--- src/rtl/p_unprojection_if.sv ---
// Request/result bundle for the unprojection block: a screen pixel plus depth
// going in, the recovered view-space coordinates and status flags coming out.
interface p_unprojection_if;
  // Request side
  logic               in_valid;
  logic               in_ready;
  logic signed [9:0]  x_screen;
  logic signed [9:0]  y_screen;
  logic signed [31:0] z;

  // Result side
  logic               out_valid;
  logic               out_ready;
  logic signed [31:0] x_view;
  logic signed [31:0] y_view;
  logic               edge_flag;
  logic               zero_z;

  // The unprojection block itself
  modport slave (
    input  in_valid, x_screen, y_screen, z, out_ready,
    output in_ready, out_valid, x_view, y_view, edge_flag, zero_z
  );

  // Whoever issues requests and consumes results
  modport master (
    output in_valid, x_screen, y_screen, z, out_ready,
    input  in_ready, out_valid, x_view, y_view, edge_flag, zero_z
  );
endinterface

--- src/rtl/p_unprojection.sv ---
// Screen-to-view unprojection:
//   x_view = floor((x_screen - CX) * z / 2^D_SHIFT)
//   y_view = floor((CY - y_screen) * z / 2^D_SHIFT)
// A shift-add multiplier walks the centred-coordinate magnitudes one bit per
// cycle (MAG_W cycles), then one finishing cycle applies sign, floor-shift and
// 32-bit saturation. One transaction in flight; fixed latency regardless of data.
module p_unprojection #(
  parameter int CX      = 160,
  parameter int CY      = 90,
  parameter int D_SHIFT = 6,
  parameter int CLAMP   = 256,
  parameter int MAG_W   = 10
) (
  input  logic            CLK,
  input  logic            RESET_N,
  p_unprojection_if.slave bus
);

  // Accumulator holds |d| * z with room for the sign bit.
  localparam int ACC_W = 32 + MAG_W + 1;
  localparam int CNT_W = $clog2(MAG_W + 1);

  typedef enum logic [1:0] {
    S_IDLE,
    S_MUL,
    S_FIN,
    S_HOLD
  } state_t;

  state_t                    state_q, state_d;
  logic [CNT_W-1:0]          cnt_q, cnt_d;
  logic [MAG_W-1:0]          x_mag_q, x_mag_d;
  logic [MAG_W-1:0]          y_mag_q, y_mag_d;
  logic                      x_neg_q, x_neg_d;
  logic                      y_neg_q, y_neg_d;
  logic signed [ACC_W-1:0]   zsh_q, zsh_d;
  logic signed [ACC_W-1:0]   x_acc_q, x_acc_d;
  logic signed [ACC_W-1:0]   y_acc_q, y_acc_d;
  logic                      edge_pend_q, edge_pend_d;
  logic                      zero_pend_q, zero_pend_d;
  logic                      out_valid_q, out_valid_d;
  logic [31:0]               x_view_q, x_view_d;
  logic [31:0]               y_view_q, y_view_d;
  logic                      edge_q, edge_d;
  logic                      zero_q, zero_d;

  logic signed [10:0]        dx;
  logic signed [10:0]        dy;
  logic [MAG_W-1:0]          dx_mag;
  logic [MAG_W-1:0]          dy_mag;

  // Apply the coordinate sign, floor-divide by 2^D_SHIFT and clamp to int32.
  // The range check looks at the full-width value before it is truncated.
  function automatic logic [31:0] finish_acc(input logic signed [ACC_W-1:0] acc,
                                             input logic neg);
    logic signed [ACC_W-1:0] signed_prod;
    logic signed [ACC_W-1:0] shifted;
    signed_prod = neg ? -acc : acc;
    shifted     = signed_prod >>> D_SHIFT;
    if ((&shifted[ACC_W-1:31]) || (~|shifted[ACC_W-1:31])) begin
      return shifted[31:0];
    end else if (shifted[ACC_W-1]) begin
      return 32'h8000_0000;
    end else begin
      return 32'h7FFF_FFFF;
    end
  endfunction

  assign bus.in_ready  = (state_q == S_IDLE);
  assign bus.out_valid = out_valid_q;
  assign bus.x_view    = x_view_q;
  assign bus.y_view    = y_view_q;
  assign bus.edge_flag = edge_q;
  assign bus.zero_z    = zero_q;

  // Centre the incoming pixel and split it into sign and magnitude.
  always_comb begin
    dx     = {bus.x_screen[9], bus.x_screen} - 11'(CX);
    dy     = 11'(CY) - {bus.y_screen[9], bus.y_screen};
    dx_mag = dx[10] ? MAG_W'(-dx) : MAG_W'(dx);
    dy_mag = dy[10] ? MAG_W'(-dy) : MAG_W'(dy);
  end

  // Next-state and datapath: accept, shift-add, finish, hold for handoff.
  always_comb begin
    state_d     = state_q;
    cnt_d       = cnt_q;
    x_mag_d     = x_mag_q;
    y_mag_d     = y_mag_q;
    x_neg_d     = x_neg_q;
    y_neg_d     = y_neg_q;
    zsh_d       = zsh_q;
    x_acc_d     = x_acc_q;
    y_acc_d     = y_acc_q;
    edge_pend_d = edge_pend_q;
    zero_pend_d = zero_pend_q;
    out_valid_d = out_valid_q;
    x_view_d    = x_view_q;
    y_view_d    = y_view_q;
    edge_d      = edge_q;
    zero_d      = zero_q;

    unique case (state_q)
      S_IDLE: begin
        if (bus.in_valid) begin
          x_mag_d     = dx_mag;
          y_mag_d     = dy_mag;
          x_neg_d     = dx[10];
          y_neg_d     = dy[10];
          zsh_d       = {{(ACC_W-32){bus.z[31]}}, bus.z};
          x_acc_d     = '0;
          y_acc_d     = '0;
          edge_pend_d = (dx_mag >= MAG_W'(CLAMP)) || (dy_mag >= MAG_W'(CLAMP));
          zero_pend_d = (bus.z == 32'sd0);
          cnt_d       = '0;
          state_d     = S_MUL;
        end
      end

      S_MUL: begin
        // Magnitudes shift right and the multiplicand shifts left, so bit 0
        // of each magnitude always gates z << cnt.
        if (x_mag_q[0]) x_acc_d = x_acc_q + zsh_q;
        if (y_mag_q[0]) y_acc_d = y_acc_q + zsh_q;
        x_mag_d = x_mag_q >> 1;
        y_mag_d = y_mag_q >> 1;
        zsh_d   = zsh_q <<< 1;
        cnt_d   = cnt_q + 1'b1;
        if (cnt_q == CNT_W'(MAG_W - 1)) begin
          state_d = S_FIN;
        end
      end

      S_FIN: begin
        x_view_d    = finish_acc(x_acc_q, x_neg_q);
        y_view_d    = finish_acc(y_acc_q, y_neg_q);
        edge_d      = edge_pend_q;
        zero_d      = zero_pend_q;
        out_valid_d = 1'b1;
        state_d     = S_HOLD;
      end

      S_HOLD: begin
        if (bus.out_ready) begin
          out_valid_d = 1'b0;
          state_d     = S_IDLE;
        end
      end

      default: state_d = S_IDLE;
    endcase
  end

  // State and datapath registers; reset aborts any transaction in flight.
  always_ff @(posedge CLK or negedge RESET_N) begin
    if (!RESET_N) begin
      state_q     <= S_IDLE;
      cnt_q       <= '0;
      x_mag_q     <= '0;
      y_mag_q     <= '0;
      x_neg_q     <= 1'b0;
      y_neg_q     <= 1'b0;
      zsh_q       <= '0;
      x_acc_q     <= '0;
      y_acc_q     <= '0;
      edge_pend_q <= 1'b0;
      zero_pend_q <= 1'b0;
      out_valid_q <= 1'b0;
      x_view_q    <= '0;
      y_view_q    <= '0;
      edge_q      <= 1'b0;
      zero_q      <= 1'b0;
    end else begin
      state_q     <= state_d;
      cnt_q       <= cnt_d;
      x_mag_q     <= x_mag_d;
      y_mag_q     <= y_mag_d;
      x_neg_q     <= x_neg_d;
      y_neg_q     <= y_neg_d;
      zsh_q       <= zsh_d;
      x_acc_q     <= x_acc_d;
      y_acc_q     <= y_acc_d;
      edge_pend_q <= edge_pend_d;
      zero_pend_q <= zero_pend_d;
      out_valid_q <= out_valid_d;
      x_view_q    <= x_view_d;
      y_view_q    <= y_view_d;
      edge_q      <= edge_d;
      zero_q      <= zero_d;
    end
  end

endmodule

--- src/flat_wrapper.sv ---
// flat-port wrapper written by rule: the top's interface ports become plain ports
module p_unprojection_flat 
#(
  parameter int CX      = 160,
  parameter int CY      = 90,
  parameter int D_SHIFT = 6,
  parameter int CLAMP   = 256,
  parameter int MAG_W   = 10
)
  (CLK, RESET_N, bus_in_valid, bus_x_screen, bus_y_screen, bus_z, bus_out_ready, bus_in_ready, bus_out_valid, bus_x_view, bus_y_view, bus_edge_flag, bus_zero_z);
  p_unprojection_if bus_i ();
  input  logic CLK;
  input  logic RESET_N;
  input wire logic [$bits(bus_i.in_valid)-1:0] bus_in_valid;
  input wire logic [$bits(bus_i.x_screen)-1:0] bus_x_screen;
  input wire logic [$bits(bus_i.y_screen)-1:0] bus_y_screen;
  input wire logic [$bits(bus_i.z)-1:0] bus_z;
  input wire logic [$bits(bus_i.out_ready)-1:0] bus_out_ready;
  output wire logic [$bits(bus_i.in_ready)-1:0] bus_in_ready;
  output wire logic [$bits(bus_i.out_valid)-1:0] bus_out_valid;
  output wire logic [$bits(bus_i.x_view)-1:0] bus_x_view;
  output wire logic [$bits(bus_i.y_view)-1:0] bus_y_view;
  output wire logic [$bits(bus_i.edge_flag)-1:0] bus_edge_flag;
  output wire logic [$bits(bus_i.zero_z)-1:0] bus_zero_z;
  assign bus_i.in_valid = bus_in_valid;
  assign bus_i.x_screen = bus_x_screen;
  assign bus_i.y_screen = bus_y_screen;
  assign bus_i.z = bus_z;
  assign bus_i.out_ready = bus_out_ready;
  assign bus_in_ready = bus_i.in_ready;
  assign bus_out_valid = bus_i.out_valid;
  assign bus_x_view = bus_i.x_view;
  assign bus_y_view = bus_i.y_view;
  assign bus_edge_flag = bus_i.edge_flag;
  assign bus_zero_z = bus_i.zero_z;
  p_unprojection #(.CX(CX), .CY(CY), .D_SHIFT(D_SHIFT), .CLAMP(CLAMP), .MAG_W(MAG_W)) u_core (.CLK(CLK), .RESET_N(RESET_N), .bus(bus_i));
endmodule
--- config.mk ---
export PLATFORM = sky130hd
export DESIGN_NAME = p_unprojection_flat
export DESIGN_NICKNAME = d
export VERILOG_FILES = /design/src/rtl/p_unprojection_if.sv /design/src/rtl/p_unprojection.sv /design/src/flat_wrapper.sv
export SDC_FILE = /design/constraint.sdc
export NUM_CORES = 1
export LEC_CHECK = 0
export ABC_CLOCK_PERIOD_IN_PS = 3450
export BUFFER_PORTS_ARGS = -buffer_cell sky130_fd_sc_hd__buf_2
export CORE_ASPECT_RATIO = 2
export CORE_UTILIZATION = 56
export CTS_CLUSTER_SIZE = 14
export DETAILED_ROUTE_END_ITERATION = 7
export HOLD_SLACK_MARGIN = 0.12
export PLACE_DENSITY = 0.78
export SLEW_MARGIN = 20
export SYNTH_ARGS = -nofsm -noshare
export SYNTH_HDL_FRONTEND = slang
export SYNTH_SLANG_ARGS = --single-unit
export TNS_END_PERCENT = 30
--- constraint.sdc ---
create_clock -name CLK -period 3.45 [get_ports CLK]
set_input_delay 0.5175 -clock CLK [delete_from_list [all_inputs] [get_ports CLK]]
set_output_delay 0.5175 -clock CLK [all_outputs]
set_load 0.005 [all_outputs]
# ---- Word level (Yosys, flattened, before mapping)
# Index checks and enable logic that the tools add are counted.
dict set report word_totals {
  word_cells 82
  reg_bits 226
  inputBits 56
}
dict set report classes {
  order_cmp 2
  n_reduce_logical 19
  add_sub_neg 9
  n_mux 27
  n_eq_ne 9
}
# cell count
set ops {}
lappend ops {{$mux 43} 6}
lappend ops {{$pmux 43 s2} 3}
lappend ops {{$mux 32} 4}
lappend ops {{$add 43x43->43} 2}
lappend ops {{$neg 43->43} 2}
lappend ops {{$mux 10} 4}
lappend ops {{$pmux 10 s2} 2}
lappend ops {{$logic_not 32->1} 1}
lappend ops {{$ge 10x9->1 const B} 2}
lappend ops {{$neg 10->10} 2}
lappend ops {{$reduce_and 6->1} 2}
lappend ops {{$reduce_or 6->1} 2}
lappend ops {{$sub 10x9->11 const B} 1}
lappend ops {{$sub 8x10->11 const A} 1}
lappend ops {{$reduce_and 3->1} 3}
lappend ops {{$pmux 2 s4} 1}
lappend ops {{$pmux 4 s2} 1}
lappend ops {{$mux 2} 3}
lappend ops {{$ne 2x1->1 const B} 3}
lappend ops {{$reduce_and 2->1} 3}
lappend ops {{$add 4x1->4 const B} 1}
lappend ops {{$eq 2x2->1 const B} 2}
lappend ops {{$eq 4x4->1 const B} 1}
lappend ops {{$mux 4} 1}
lappend ops {{8 further kinds} 13}

# ---- Logic depth before layout (Yosys ltp)
# Gate-level depths: netlist of the first run.
dict set report depth {
  word_depth 6
  mapped_depth 12
  depth_no_buf 12
}

# ---- Least setup slack after synthesis of the first run
# No wires, ideal clock.
dict set report synth_path {
  path_type {register to register}
  startpoint {reg u_core.y_acc_q[2]}
  endpoint {reg u_core.y_view_q[16], in the netlist u_core.bus.y_view[16]}
  stages_incl_launch_ff 12
  setup_ps 119
  t_arrival_ps 3316
  required_ps 3331
  slack_ps 16
  n_path_buf 1
  synth_period_minus_slack_ps 3434
  cell_sequence {dfrtp_1 or4_4 or4b_4 nor4_2 nand2_1 or4_4 mux2i_1 o31a_2 mux2i_2 buf_6 o21ai_1 o21a_1}
}
dict set report synth_via {
  elab_chain_cells 6
}
# item line_no
set synth_lines {}
lappend synth_lines {{start, declared} p_unprojection.sv:38} ;# logic signed [ACC_W-1:0] y_acc_q, y_acc_d;
lappend synth_lines {{start signal, assigned} p_unprojection.sv:182} ;# y_acc_q <= y_acc_d;
lappend synth_lines {{$neg 43->43 (*)} p_unprojection.sv:58} ;# signed_prod = neg ? -acc : acc;
lappend synth_lines {{$mux 43 (*)} p_unprojection.sv:58}
lappend synth_lines {{$reduce_or 6->1} p_unprojection.sv:60} ;# if ((&shifted[ACC_W-1:31]) || (~|shifted[ACC_W-1:31])) begin
lappend synth_lines {{$logic_not 1->1} p_unprojection.sv:60}
lappend synth_lines {{$logic_or 1x1->1} p_unprojection.sv:60}
lappend synth_lines {{$mux 32 (*)} p_unprojection.sv:60}
lappend synth_lines {{end signal, assigned} p_unprojection.sv:187} ;# y_view_q <= y_view_d;
lappend synth_lines {{end, declared} p_unprojection.sv:43} ;# logic [31:0] y_view_q, y_view_d;
# Mark *: on every way between the ends. The rest lies on a longest branch, timed or not.
# A chain may end at the register's enable or synchronous reset.

# ---- Worst setup path after layout of the first run
dict set report layout_path {
  startpoint {reg u_core.y_acc_q[2]}
  endpoint {reg u_core.y_view_q[13], in the netlist u_core.bus.y_view[13]}
}
# The elaborated chain is that of the path after synthesis.

==> flow_metrics.tcl, run 1 <==
set metrics [dict create \
    outcome "complete, but fails checks" \
    violations "setup timing" \
    relSlewSlack 0.355 \
    htree_levels 1 \
    ys.flop_type "dfrtp_1" \
    insertion_delay_ns 0.54 \
    grt_max_degree 96 \
    hold_depth 3 \
    finalClockSkew_ns 0.0179 \
    clkTransAtPathRegs_ns 0.06 \
    antenna_left 0 \
    cp-end-kind "flip-flop" \
    drt-wirelength-per-cell_um 19.5 \
    row_count 86 \
    core-area_sq_um 27500 \
    p_per_area_nw_per_um2 1110 \
    dr_total_vias 14700 \
    crit_arrival_ns 4.05 \
    grt_pass1_wl_um 72900 \
    worstPathCellList "or4_4 -> or4b_4 -> nor4_2 -> buf_4 -> nand2_2 -> or4_4 -> buf_4 -> nor4_2 -> o31a_2 -> o21a_4 -> clkbuf_16 -> o21ai_1 -> o21a_1" \
    cts_buffers 22 \
    syn_area_sq_um 15700 \
    synth-warning-count 0 \
    ios 124 \
    synth_edf_count 0 \
    ir_worst_vdd_mv 0.616 \
    cts_tree "done" \
    leakagePower_nw 8.60 \
    grt_remaining_overflow 0 \
    dp_hpwl_um 35200 \
    drive_gt1_frac 0.162 \
    rsz0062_at_grt "yes" \
    syn_inst 1813 \
    setup_viol 32 \
    hold_path_class "in2reg" \
    p_total_mw 20.4 \
    initial_utilization 0.572 \
    cp_max_fo 8 \
    syn2layout_area_growth_pct 16.9 \
    port_buffers 123 \
    synth_seq_cells 226 \
    worst_pin_slew_ns 0.967 \
    crit_type "reg2reg" \
    synth_area_leaders "dfrtp_1 (36%), ha_1 (7.7%), o21ai_0 (6.8%), xor2_1 (6.0%), nand2_1 (5.1%)" \
    placedCellCount 2312 \
    cpPeakStageDelay_ns 0.55 \
    regToRegEndpoint "u_core.bus.y_view[13]" \
    final_hold_viol_count 0 \
    fin_crit_sh 1.05 \
    clockRootBuffer "clkbuf_16" \
    setup_ws_ns -0.172 \
    rrSetupSlack_ns -0.17 \
    diodes 0 \
    die_x_um 121 \
    crit_slowest_cell "or4b_4" \
    holdWs_ns 0.267 \
    cp-start-kind "flip-flop" \
    clock-sinks 226 \
    gp_congestion 0.974 \
    min_to "u_core.bus.out_valid" \
    firstDrtPassIters 6 \
    dieHeight_um 239 \
    max_cap_viol_count 0 \
    cp.required_ns 3.88 \
    cts_buffer_depth 3 \
    viasPerCell 6.21 \
    synth.distinct_cells 73 \
    max_freq_mhz 276 \
    drtIter0Drc 791 \
    syn-num-nets 1968 \
    yosysTopAreaCell "dfrtp_1" \
    dp_slack_ns -0.436 \
    maxSlewViolCount 0 \
    antenna_found_initial 0 \
    hold_start "bus_out_ready" \
    worstRegToRegCells 13 \
    ys_async_sr_fraction 1.00 \
    avgSynthCellArea_sq_um 8.69 \
    synth_top_area_share 0.359 \
    drc 0 \
    fin_tns_setup_ns -4.56 \
    drt_wl_total_um 46200 \
    fin_crit_ns 3.62 \
    first_global_vias 14900 \
    grt_use_total 0.321 \
    fin_nets 2150 \
    r2r-start "u_core.y_acc_q[2]" \
    fin_cells 2362 \
    die_area_sq_um 28800 \
    seq_area_frac_synth 0.359 \
    crit_start "u_core.y_acc_q[2]" \
]
==> layout make-up <==
cell class	instances	area (sq um)
Timing Repair Buffer	236	1640
Multi-Input combinational cell	1444	9670
Fill cell	2310	9140
Clock inverter	6	85.1
Sequential cell	226	5660
Tap cell	352	440
Clock buffer	33	673
Inverter	65	244
==> sequential cells by signal, summed over array words and instances (netlist names) <==
register,flops
u_core.bus.edge_flag,1
u_core.y_mag_q,10
u_core.y_acc_q,43
u_core.bus.out_valid,1
u_core.x_mag_q,10
u_core.edge_pend_q,1
u_core.bus.zero_z,1
u_core.state_q,2
u_core.zsh_q,43
u_core.x_acc_q,43
u_core.x_neg_q,1
u_core.bus.y_view,32
u_core.bus.x_view,32
u_core.zero_pend_q,1
u_core.y_neg_q,1
u_core.cnt_q,4
==> critical path: cells and delay by family, from the launching register on <==
kind / cells / cell delay, ns
DFF: 1 / 0.38
and+or+nand+nor: 6 / 1.98
AOI/OAI and AO/OA: 4 / 0.64
buffers and inverters: 3 / 0.53
==> through the flow <==
step | area [sq um] | utilization
4_1_cts | 18200 | 0.661
2_1_floorplan | 15700 | -
3_5_place_dp | 17400 | 0.632
5_1_grt | 18400 | 0.668
6_report | 18400 | 0.668
3_3_place_gp | 17400 | 0.632
==> worst max-delay path by stage <==
| stage | depth (start not counted) | endpoint |
|---|---|---|
| final | 13 | u_core.bus.y_view[13] |
| after global routing | 13 | u_core.bus.y_view[16] |
| after CTS | 13 | u_core.bus.y_view[13] |
| after detailed placement | 15 | u_core.y_acc_q[42] |
| after global placement | 15 | u_core.y_acc_q[42] |
| after floorplan | 11 | u_core.bus.y_view[16] |
==> routing by layer <==
layer  part of all wire  wire (um)  vias to the layer above  global-route usage
li1                   -          -                     6943                   -
met1               0.35      16200                     7083               0.325
met2               0.53      24500                      460               0.605
met3              0.045       2070                      182              0.0313
met4              0.073       3390                        0               0.218
met5                  0          0                        -                   0
==> synth_stat cells, drive strengths merged (18+ instances only) <==
cell / instances
nand4: 18
o21ai: 256
dfrtp: 226
or3: 25
xnor2: 49
nand3: 29
inv: 65
clkbuf: 66
nand2: 215
ha: 97
a21oi: 121
nor4: 21
and3: 20
o31ai: 22
nor3: 19
mux2i: 46
nor2: 77
o21a: 45
xor2: 107
a21o: 66
==> cell usage in the layout, fill, tap and decap left out, drive strengths merged, types with 11 or more instances in the layout <==
cell and n:
o21ai 256, buf 233, dfrtp 226, nand2 215
a21oi 121, xor2 107, ha 97, nor2 77
a21o 66, inv 65, xnor2 49, mux2i 46
o21a 45, clkbuf 35, nand3 29, or3 25
o31ai 22, nor4 21, and3 20, nor3 19
nand4 18, nand2b 16, a22o 16, nor2b 14
o211ai 14, a31oi 14, o21bai 11
==> cell families (layout without fill, tap and decap cells) <==
logic type / Yosys count / in the layout / synth area share
AOI/OAI and AO/OA: 640 / 640 / 0.252
and+or+nand+nor: 499 / 499 / 0.154
DFF: 226 / 226 / 0.359
xor gates and xnor gates: 156 / 156 / 0.0868
buffers and inverters: 143 / 340 / 0.0364
adders and majority gates: 99 / 99 / 0.0796
muxes: 50 / 50 / 0.0323
==> what timing repair did <==
action | in CTS | in global routing
hold endpoints to repair | 92 | 0
setup buffers | 1 | 6
gates resized for setup | 3 | 30
pin swaps | 1 | 11
endpoints found under the setup margin | 37 | 70
hold buffers | 1 | 0
gates cloned | 0 | 3
==> power by group <==
| group | internal, mW | switching [mW] | leakage, nW |
|---|---|---|---|
| clock | 1.50 | 1.08 | 0.368 |
| combinational | 5.39 | 7.13 | 5.38 |
| sequential | 3.87 | 1.43 | 2.85 |
No activity file was read; power rests on OpenSTA's default activity.
==> run 2, diff against run 1 <==
--- a/config.mk
+++ b/config.mk
@@ -8,4 +8,5 @@
 export ABC_CLOCK_PERIOD_IN_PS = 3450
 export BUFFER_PORTS_ARGS = -buffer_cell sky130_fd_sc_hd__buf_2
+export CAP_MARGIN = 10
 export CORE_ASPECT_RATIO = 2
 export CORE_UTILIZATION = 56
==> constraint.sdc (replaced) <==
create_clock -name CLK -period 3.45 [get_ports CLK]
set_input_delay 1.035 -clock CLK [delete_from_list [all_inputs] [get_ports CLK]]
set_output_delay 1.035 -clock CLK [all_outputs]
set_load 0.005 [all_outputs]
==> flow_metrics.tcl, run 2 (synthesis gave the netlist of run 1 again) <==
set metrics [dict create \
    outcome "complete, but fails checks" \
    violations "setup timing" \
    clockRootBuffer "clkbuf_16" \
    clock-sinks 226 \
    dr_total_vias 14600 \
    first_global_vias 14900 \
    setup_ws_ns -0.147 \
    dp_hpwl_um 35500 \
    fin_util 0.666 \
    leakagePower_nw 8.60 \
    cp_max_fo 31 \
    ir_worst_vdd_mv 0.518 \
    antenna_found_initial 0 \
    cts_buffer_depth 3 \
    cp.buffers_inverters 2 \
    htree_levels 1 \
    drt_wl_total_um 45700 \
    max_freq_mhz 278 \
    dp_slack_ns -0.136 \
    crit_type "reg2reg" \
    drive_gt1_frac 0.160 \
    firstDrtPassIters 5 \
    drt-wirelength-per-cell_um 19.3 \
    viasPerCell 6.17 \
    drc 0 \
    setup_viol 33 \
    syn2layout_area_growth_pct 16.5 \
    insertion_delay_ns 0.54 \
    worst_pin_slew_ns 0.931 \
    grt_use_total 0.324 \
    max_cap_viol_count 0 \
    r2r-start "u_core.y_acc_q[2]" \
    seq_power_share 0.260 \
    fin_tns_setup_ns -3.95 \
    top_regs "u_core.x_acc_q (43), u_core.y_acc_q (43), u_core.zsh_q (43)" \
    cts_tree "done" \
    worstPathCellList "or4_4 -> or4b_4 -> nor4_2 -> buf_4 -> nand2_1 -> or4_4 -> mux2i_1 -> o31a_2 -> mux2i_4 -> buf_12 -> o21ai_1 -> o21a_1" \
    switching_share 0.472 \
    antenna_left 0 \
    cp-end-kind "flip-flop" \
    clkTransAtPathRegs_ns 0.07 \
    hold_path_class "in2async" \
    regToRegEndpoint "u_core.bus.y_view[6]" \
    worstRegToRegCells 12 \
    final_hold_viol_count 0 \
    port_buffers 123 \
    p_per_area_nw_per_um2 1100 \
    grt_remaining_overflow 0 \
    initial_utilization 0.572 \
    fin_nets 2152 \
    die_x_um 121 \
    rrSetupSlack_ns -0.15 \
    fin_crit_sh 1.04 \
    core-area_sq_um 27500 \
    maxSlewViolCount 0 \
    internal_power_mw 10.7 \
    cpPeakStageDelay_ns 0.55 \
    switchingPower_mw 9.56 \
    diodes 0 \
    path_delay_family "simple AND/OR/NAND/NOR gates" \
    path_depth 12 \
    crit_slowest_cell "or4b_4" \
    dieHeight_um 239 \
    drtIter0Drc 864 \
    layout_commonest_cell "dfrtp_1" \
    most-common-layout-cells "dfrtp_1 (225), nand2_1 (215), o21ai_0 (213)" \
    fin_crit_ns 3.60 \
    crit_path_frequent_cell "or4_4" \
    p_comb_frac 0.612 \
    row_count 86 \
    ios 124 \
    pwr-share-clk 0.128 \
    crit_start "u_core.y_acc_q[2]" \
    cts_buffers 22 \
    cp.required_ns 3.87 \
    rsz0062_at_grt "yes" \
    cp-endpoint "u_core.bus.y_view[6]" \
    placedCellCount 2321 \
    crit_arrival_ns 4.01 \
    gp_congestion 0.921 \
    grt_max_degree 83 \
    grt_pass1_wl_um 73800 \
    finalClockSkew_ns 0.0178 \
    die_area_sq_um 28800 \
    cp-start-kind "flip-flop" \
    fin_cells 2365 \
    nFillCells 2300 \
    relSlewSlack 0.380 \
]
run 2: stage by stage:
step,area [sq um],power (mW),hold slack (ns)
after global routing,18400,21.8,0.332
after CTS,18200,20.1,0.318
after detailed placement,17500,17.4,0.466
after global placement,17500,17.0,0.462
after floorplan,15700,13.3,0.443
final,18400,20.2,0.328
run 2: how the worst min path moves through the flow:
stage	start	end	slack (ns)	depth (start not counted)
CTS	RESET_N	u_core.zsh_q[2]	0.32	1
detailed placement	u_core.bus.x_view[31]	u_core.bus.x_view[31]	0.47	1
global placement	u_core.bus.x_view[31]	u_core.bus.x_view[31]	0.46	1
global route	RESET_N	u_core.y_acc_q[4]	0.33	1
finish	RESET_N	u_core.zsh_q[2]	0.33	1
floorplan	u_core.zero_pend_q	u_core.zero_pend_q	0.44	2
run 2: power groups by stage:
stage	Clock [mW]	Sequential [mW]	Combinational [mW]
floorplan	0	4.83	8.46
global placement	0	5.23	11.8
detailed placement	0	5.28	12.1
CTS	2.62	5.23	12.2
global route	2.70	5.40	13.7
finish	2.59	5.27	12.4
run 2: cell type report:
| type | count | area [sq um] | share of cell area |
|---|---|---|---|
| well taps | 352 | 440 | 0.0240 |
| clock buffers | 36 | 714 | 0.0389 |
| multi-input cells | 1444 | 9640 | 0.525 |
| clock inverters | 4 | 51.3 | 0.00280 |
| repair buffers | 238 | 1610 | 0.0875 |
| inverters | 65 | 244 | 0.0133 |
| flip-flops and latches | 226 | 5660 | 0.308 |
run 2: what timing repair did:
item / 4_1_cts / 5_1_grt
endpoints found under the setup margin: 34 / 67
buffers inserted: 0 / 4
pin swaps: 1 / 9
hold buffers: 0 / 0
gates resized for setup: 2 / 16
run 2: per-layer routing:
metal | vias up | wire [um] | global-route usage
met5 | - | 0 | 0
met4 | 0 | 3240 | 0.213
met3 | 177 | 1730 | 0.0346
met2 | 435 | 24400 | 0.619
met1 | 7025 | 16300 | 0.325
li1 | 6945 | - | -
